==> src/rtl/i2c_cmd_sequencer.sv <==
// Command-level sequencer for the Wishbone I2C master core. Runs the core's init writes,
// then turns each register read/write command into TXR/CR writes plus SR polling.
module i2c_cmd_sequencer #(
  parameter logic [15:0] PRESCALE      = 16'd99,
  parameter logic [15:0] TIMEOUT_POLLS = 16'd4095
) (
  input  logic       clk,
  input  logic       axi_reset_n,
  input  logic       cmd_valid,
  output logic       cmd_ready,
  input  logic       cmd_rd,
  input  logic [6:0] cmd_dev,
  input  logic [7:0] cmd_reg,
  input  logic [7:0] cmd_wdata,
  output logic       rsp_valid,
  input  logic       rsp_ready,
  output logic [7:0] rsp_rdata,
  output logic [1:0] rsp_err,
  output logic       wb_cyc_o,
  output logic       wb_stb_o,
  output logic       wb_we_o,
  output logic [2:0] wb_adr_o,
  output logic [7:0] wb_dat_o,
  input  logic [7:0] wb_dat_i,
  input  logic       wb_ack_i
);

  localparam logic [3:0] INIT0   = 4'd0;
  localparam logic [3:0] INIT1   = 4'd1;
  localparam logic [3:0] INIT2   = 4'd2;
  localparam logic [3:0] IDLE    = 4'd3;
  localparam logic [3:0] TXR     = 4'd4;
  localparam logic [3:0] CR      = 4'd5;
  localparam logic [3:0] POLL    = 4'd6;
  localparam logic [3:0] RDRX    = 4'd7;
  localparam logic [3:0] STOPERR = 4'd8;
  localparam logic [3:0] RESP    = 4'd9;

  localparam logic [2:0] ADR_PRERLO = 3'd0;
  localparam logic [2:0] ADR_PRERHI = 3'd1;
  localparam logic [2:0] ADR_CTR    = 3'd2;
  localparam logic [2:0] ADR_TXR    = 3'd3;
  localparam logic [2:0] ADR_CR     = 3'd4;

  logic [3:0]  state_q, state_d;
  logic [1:0]  step_q, step_d;
  logic        stop_q, stop_d;       // polling the STOP issued after a NACK
  logic        stb_q, stb_d;
  logic        we_q, we_d;
  logic [2:0]  adr_q, adr_d;
  logic [7:0]  dat_q, dat_d;
  logic [15:0] cnt_q, cnt_d;
  logic [7:0]  rdata_q, rdata_d;
  logic [1:0]  err_q, err_d;
  logic        rd_q, rd_d;
  logic [6:0]  dev_q, dev_d;
  logic [7:0]  regaddr_q, regaddr_d;
  logic [7:0]  wdata_q, wdata_d;

  logic        acc_req, acc_we;
  logic [2:0]  acc_adr;
  logic [7:0]  acc_dat, txr_byte, cr_byte;
  logic [15:0] cnt_inc;

  assign wb_cyc_o  = stb_q;
  assign wb_stb_o  = stb_q;
  assign wb_we_o   = we_q;
  assign wb_adr_o  = adr_q;
  assign wb_dat_o  = dat_q;
  assign cmd_ready = (state_q == IDLE);
  assign rsp_valid = (state_q == RESP);
  assign rsp_rdata = rdata_q;
  assign rsp_err   = err_q;
  assign cnt_inc   = (cnt_q == 16'hFFFF) ? cnt_q : cnt_q + 16'd1;

  // Byte and control values for the current step of the transaction
  always_comb begin
    txr_byte = 8'h00;
    cr_byte  = 8'h00;
    unique case (step_q)
      2'd0: begin txr_byte = {dev_q, 1'b0}; cr_byte = 8'h90; end
      2'd1: begin txr_byte = regaddr_q;     cr_byte = 8'h10; end
      2'd2: begin
        txr_byte = rd_q ? {dev_q, 1'b1} : wdata_q;
        cr_byte  = rd_q ? 8'h90 : 8'h50;
      end
      default: begin txr_byte = 8'h00; cr_byte = 8'h68; end
    endcase
  end

  // Wishbone access each bus state wants to perform
  always_comb begin
    acc_req = 1'b1;
    acc_we  = 1'b1;
    acc_adr = ADR_PRERLO;
    acc_dat = 8'h00;
    unique case (state_q)
      INIT0:   acc_dat = PRESCALE[7:0];
      INIT1:   begin acc_adr = ADR_PRERHI; acc_dat = PRESCALE[15:8]; end
      INIT2:   begin acc_adr = ADR_CTR;    acc_dat = 8'h80; end
      TXR:     begin acc_adr = ADR_TXR;    acc_dat = txr_byte; end
      CR:      begin acc_adr = ADR_CR;     acc_dat = cr_byte; end
      POLL:    begin acc_adr = ADR_CR;     acc_we  = 1'b0; end
      RDRX:    begin acc_adr = ADR_TXR;    acc_we  = 1'b0; end
      STOPERR: begin acc_adr = ADR_CR;     acc_dat = 8'h40; end
      default: acc_req = 1'b0;
    endcase
  end

  // Next-state: bus handshake, status decisions and command/response handshakes
  always_comb begin
    state_d   = state_q;
    step_d    = step_q;
    stop_d    = stop_q;
    stb_d     = stb_q;
    we_d      = we_q;
    adr_d     = adr_q;
    dat_d     = dat_q;
    cnt_d     = cnt_q;
    rdata_d   = rdata_q;
    err_d     = err_q;
    rd_d      = rd_q;
    dev_d     = dev_q;
    regaddr_d = regaddr_q;
    wdata_d   = wdata_q;

    if (stb_q) begin
      if (wb_ack_i) begin
        stb_d = 1'b0;
        unique case (state_q)
          INIT0:   state_d = INIT1;
          INIT1:   state_d = INIT2;
          INIT2:   state_d = IDLE;
          TXR:     state_d = CR;
          CR:      begin state_d = POLL; cnt_d = 16'd0; end
          STOPERR: begin state_d = POLL; cnt_d = 16'd0; stop_d = 1'b1; end
          RDRX:    begin state_d = RESP; rdata_d = wb_dat_i; err_d = 2'b00; end
          POLL: begin
            if (wb_dat_i[1]) begin
              cnt_d = cnt_inc;
              if (cnt_inc >= TIMEOUT_POLLS) begin
                state_d = RESP;
                err_d   = 2'b11;
              end
            end else if (stop_q) begin
              state_d = RESP;
              err_d   = 2'b01;
            end else if (wb_dat_i[5]) begin
              state_d = RESP;
              err_d   = 2'b10;
            end else if (step_q == 2'd3) begin
              // RxACK is our own NACK on the final read byte
              state_d = RDRX;
            end else if (wb_dat_i[7]) begin
              state_d = STOPERR;
            end else if (!rd_q && step_q == 2'd2) begin
              state_d = RESP;
              err_d   = 2'b00;
            end else begin
              step_d  = step_q + 2'd1;
              // Final read step has no TXR byte, only the read command
              state_d = (rd_q && step_q == 2'd2) ? CR : TXR;
            end
          end
          default: state_d = state_q;
        endcase
      end
    end else if (acc_req) begin
      stb_d = 1'b1;
      we_d  = acc_we;
      adr_d = acc_adr;
      dat_d = acc_dat;
    end

    if (state_q == IDLE && cmd_valid) begin
      state_d   = TXR;
      step_d    = 2'd0;
      stop_d    = 1'b0;
      rdata_d   = 8'h00;
      err_d     = 2'b00;
      rd_d      = cmd_rd;
      dev_d     = cmd_dev;
      regaddr_d = cmd_reg;
      wdata_d   = cmd_wdata;
    end

    if (state_q == RESP && rsp_ready) begin
      state_d = IDLE;
    end
  end

  // State registers
  always_ff @(posedge clk or negedge axi_reset_n) begin
    if (!axi_reset_n) begin
      state_q   <= INIT0;
      step_q    <= 2'd0;
      stop_q    <= 1'b0;
      stb_q     <= 1'b0;
      we_q      <= 1'b0;
      adr_q     <= 3'd0;
      dat_q     <= 8'h00;
      cnt_q     <= 16'd0;
      rdata_q   <= 8'h00;
      err_q     <= 2'b00;
      rd_q      <= 1'b0;
      dev_q     <= 7'h00;
      regaddr_q <= 8'h00;
      wdata_q   <= 8'h00;
    end else begin
      state_q   <= state_d;
      step_q    <= step_d;
      stop_q    <= stop_d;
      stb_q     <= stb_d;
      we_q      <= we_d;
      adr_q     <= adr_d;
      dat_q     <= dat_d;
      cnt_q     <= cnt_d;
      rdata_q   <= rdata_d;
      err_q     <= err_d;
      rd_q      <= rd_d;
      dev_q     <= dev_d;
      regaddr_q <= regaddr_d;
      wdata_q   <= wdata_d;
    end
  end

endmodule

==> config.mk <==
export PLATFORM = sky130hd
export DESIGN_NAME = i2c_cmd_sequencer
export DESIGN_NICKNAME = d
export VERILOG_FILES = /design/src/rtl/i2c_cmd_sequencer.sv
export SDC_FILE = /design/constraint.sdc
export NUM_CORES = 1
export LEC_CHECK = 0
export ABC_AREA = 1
export CORE_MARGIN = 2
export CORE_UTILIZATION = 45
export CTS_CLUSTER_SIZE = 12
export DETAILED_ROUTE_END_ITERATION = 10
export GPL_TIMING_DRIVEN = 1
export MAX_ROUTING_LAYER = met4
export PLACE_DENSITY = 0.69
export SYNTH_ARGS = -nofsm -noshare
export SYNTH_HDL_FRONTEND = slang
export SYNTH_SLANG_ARGS = --single-unit
==> constraint.sdc <==
create_clock -name clk -period 2.8 [get_ports clk]
set_clock_uncertainty 0.05 [all_clocks]
set_input_delay 0.84 -clock clk [delete_from_list [all_inputs] [get_ports clk]]
set_output_delay 0.84 -clock clk [all_outputs]
set_load 0.01 [all_outputs]
==> key figures <==
Place
  • Port bufs: 62
  • Final HPWL DP: slightly above 7000 um
  • Gp weighted congestion: approximately 0.96

Timing
  • Tightest Pin Transition: roughly 570 ps
  • Setup TNS Final: 0 ps
  • Crit share post-route: a little over nine tenths
  • Final hold violations: 0
  • Slew margin rel.: just over 60%
  • Final setup viols: 0
  • Min Tclk post-route: 2690 ps
  • Max Fclk: roughly 370 MHz
  • Max-slew violations: 0
  • RSZ-0062 raised after global routing: no

Worst setup path
  • Critical setup path kind: reg -> out
  • CP endpoint kind: output port
  • Worst Setup SP: state_q[2]
  • Reg2reg start: cnt_q[0]
  • Crit path DAT: about 1800 ps
  • R2R Setup Slk: approximately 440 ps
  • Worst EP required: approximately 1900 ps
  • CP startpoint kind: flop
  • Crit-path max FO: 5

Die
  • Die area: roughly 9000 um2
  • Initial Utilization: between 40 and 50%
  • Core area: about 8200 um2
  • Die extent in x: just under 100 um
  • IO Pins: 63
  • Die Y-Extent: approximately 96 um
  • Row cnt: 33

Clock network
  • Postcts setup bufs: 0
  • Clock Path Buffers: 2
  • CTS sink count: 70
  • Hold-fix buffer count after cts: 0
  • CTS tree: built
  • Clk Latency, worst-skew pair: around 350 ps
  • H-tree Lvls: 3
  • Total CTS buffers: 9
  • Resize count post-CTS: 0
  • Clk slew on worst S/H paths: about 80 ps
  • Root Buffer: clkbuf_8

Synth
  • Sequential area share after synthesis: between 40% and 50%
  • Synth warn: 0
  • Synthesized flop and latch total: 70
  • Syn Nets: 561
  • Post-synthesis cell type count: 38
  • Post-synthesis cell count: ~520
  • Mapped Avg Cell Area: approximately 7.4 um2
  • Area of the mapped netlist: about 3800 um2

Final layout
  • Layout cells sized above 1: between 8 and 9%
  • NumNets Final: approximately 630
  • Area growth syn-to-layout: 27.4%
  • Ant. Diodes: 0

Pwr
  • PD cells: 1040 nW/um2
  • Total power: between 5 and 6 mW
  • Worst VDD drop: roughly 0.48 mV
  • Lkg Pwr: ~2.4 nW

Job
  • Number of max-cap violations: 0

Detailed routing
  • DR WL/cell: between 10 and 15 um
  • DR pass1 iterations: 5
  • Final WL: a little under 10,000 um
  • Vias: between 3,000 and 4,000
  • DRC viols: 0
  • Initial drt markers: ~200
  • Vias per cell: between 5 and 6
  • Post-route antenna net violation count: 0

Worst hold path
  • Min-Delay Path Class: in -> async

Global routing
  • First-pass GRT wire length: roughly 16,000 um
  • Total GRT Usage: around 23%
  • Grt total ovfl: 0
  • Initial antenna violation count: 0
  • Largest net degree at the start of global routing: 71
  • Via count of the first global-routing pass: ~3,300

Run status
  • Outcome: finished, final reports clean
[per-layer routing]
metal | track usage, % | share of wire [%] | wire length (um)
met5 | - | 0 | 0
met4 | 7.50 | 1.5 | 145
met2 | 34.4 | 45 | 4370
met3 | 3.52 | 5.6 | 548
met1 | 32.3 | 48 | 4650
[synthesized netlist by cell type]
cell type / number / area, um2
o21ai_1: 4 / 20.0
o31ai_1: 2 / 15.0
nor2_4: 4 / 45.0
buf_4: 1 / 7.51
nand3_1: 31 / 155
clkbuf_1: 5 / 18.8
nand2_4: 2 / 22.5
nand2_1: 194 / 728
ha_1: 5 / 62.6
a22o_1: 5 / 43.8
nor2_2: 4 / 25.0
a21oi_2: 1 / 8.76
nand4_1: 7 / 43.8
a31oi_1: 4 / 25.0
inv_4: 1 / 6.26
nor2_8: 1 / 20.0
nand3_2: 1 / 10.0
inv_1: 52 / 195
o21a_1: 1 / 7.51
xor2_1: 1 / 8.76
nand2_2: 5 / 31.3
dfrtp_1: 70 / 1750
buf_2: 5 / 25.0
o311ai_0: 1 / 8.76
inv_2: 2 / 7.51
o211ai_1: 1 / 7.51
buf_1: 3 / 11.3
nor3_1: 2 / 10.0
nor2_1: 37 / 139
a221oi_1: 1 / 8.76
clkinv_1: 1 / 3.75
o2111ai_1: 1 / 8.76
o21ai_0: 38 / 190
o21ai_2: 3 / 26.3
o22ai_1: 5 / 31.3
nor4_1: 1 / 6.26
a2111oi_0: 1 / 8.76
a21oi_1: 16 / 80.1
[flip-flops by register name (all words and copies together), names as in the netlist]
signal	flops
dev_q	7
step_q	2
stop_q	1
state_q	4
wb_we_o	1
wb_cyc_o	1
regaddr_q	8
wb_adr_o	3
wdata_q	8
wb_dat_o	8
rd_q	1
rsp_err	2
cnt_q	16
rsp_rdata	8
[layout make-up]
type	instances	area, um2
clock buffers	9	124
clock inverters	6	159
fillers	748	3340
inverters	56	213
multi-input cells	379	1810
flip-flops and latches	70	1750
well taps	105	131
repair buffers	70	688
[where the power goes]
part	switching (mW)	total [mW]	internal (mW)	leakage, nW
Sequential	0.346	1.79	1.44	0.880
Clock	0.401	1.17	0.769	0.139
Combinational	1.26	2.12	0.860	1.38
Total	2.01	5.08	3.07	2.40
[kinds of logic (layout without fill, tap and decap cells)]
group,after synthesis,in the layout,share of synthesized area (%)
AND/OR/NAND/NOR,289,289,32.3
flip-flops,70,70,45.8
buffers and inverters,70,141,7.20
adder cells (fa/ha/maj),5,5,1.64
AO/OA/AOI/OAI,84,84,12.8
XOR/XNOR,1,1,0.229
[cells in the final DEF (no fill, tap or decap), types with 3 or more instances in the layout]
| cell | synthesis | layout |
|---|---|---|
| nand4_1 | 7 | 7 |
| o21ai_1 | 4 | 4 |
| a21oi_1 | 16 | 16 |
| buf_4 | 1 | 7 |
| nand3_1 | 31 | 31 |
| o21ai_0 | 38 | 38 |
| clkdlybuf4s50_1 | 0 | 61 |
| o22ai_1 | 5 | 5 |
| o21ai_2 | 3 | 3 |
| nor2_4 | 4 | 4 |
| inv_1 | 52 | 52 |
| ha_1 | 5 | 5 |
| clkbuf_8 | 0 | 9 |
| nor2_2 | 4 | 5 |
| a22o_1 | 5 | 5 |
| dfrtp_1 | 70 | 69 |
| a31oi_1 | 4 | 4 |
| bufinv_16 | 0 | 5 |
| nand2_1 | 194 | 194 |
| nand2_2 | 5 | 5 |
| nor2_1 | 37 | 36 |
[metrics by stage]
stage | instances | hold slack, ps | worst slack, ps | area (um2) | utilization [%]
after floorplan | 519 | 399 | 846 | 3820 | -
after global placement | 680 | 413 | 367 | 4580 | 55.8
after detailed placement | 680 | 415 | 311 | 4580 | 55.8
after CTS | 695 | 435 | 8.09 | 4860 | 59.2
after global routing | 695 | 457 | 18.3 | 4870 | 59.3
final | 695 | 430 | 113 | 4870 | 59.3
[final timing paths]
kind,endpoint,depth (start not counted)
worst max-delay path,cmd_ready,4
worst min-delay path,cnt_q[5],2
worst max register to register,state_q[2],14
worst min register to register,dev_q[3],2
max in group asynchronous,wdata_q[7],2
min in group clk,dev_q[3],2
[worst max-delay path, stage by stage (launching register included)]
cell,delay [ps]
dfrtp_1,460
nor2_1,170
inv_1,90
nor2_1,170
clkdlybuf4s50_1,570
Power figures use the tool's default switching activity.
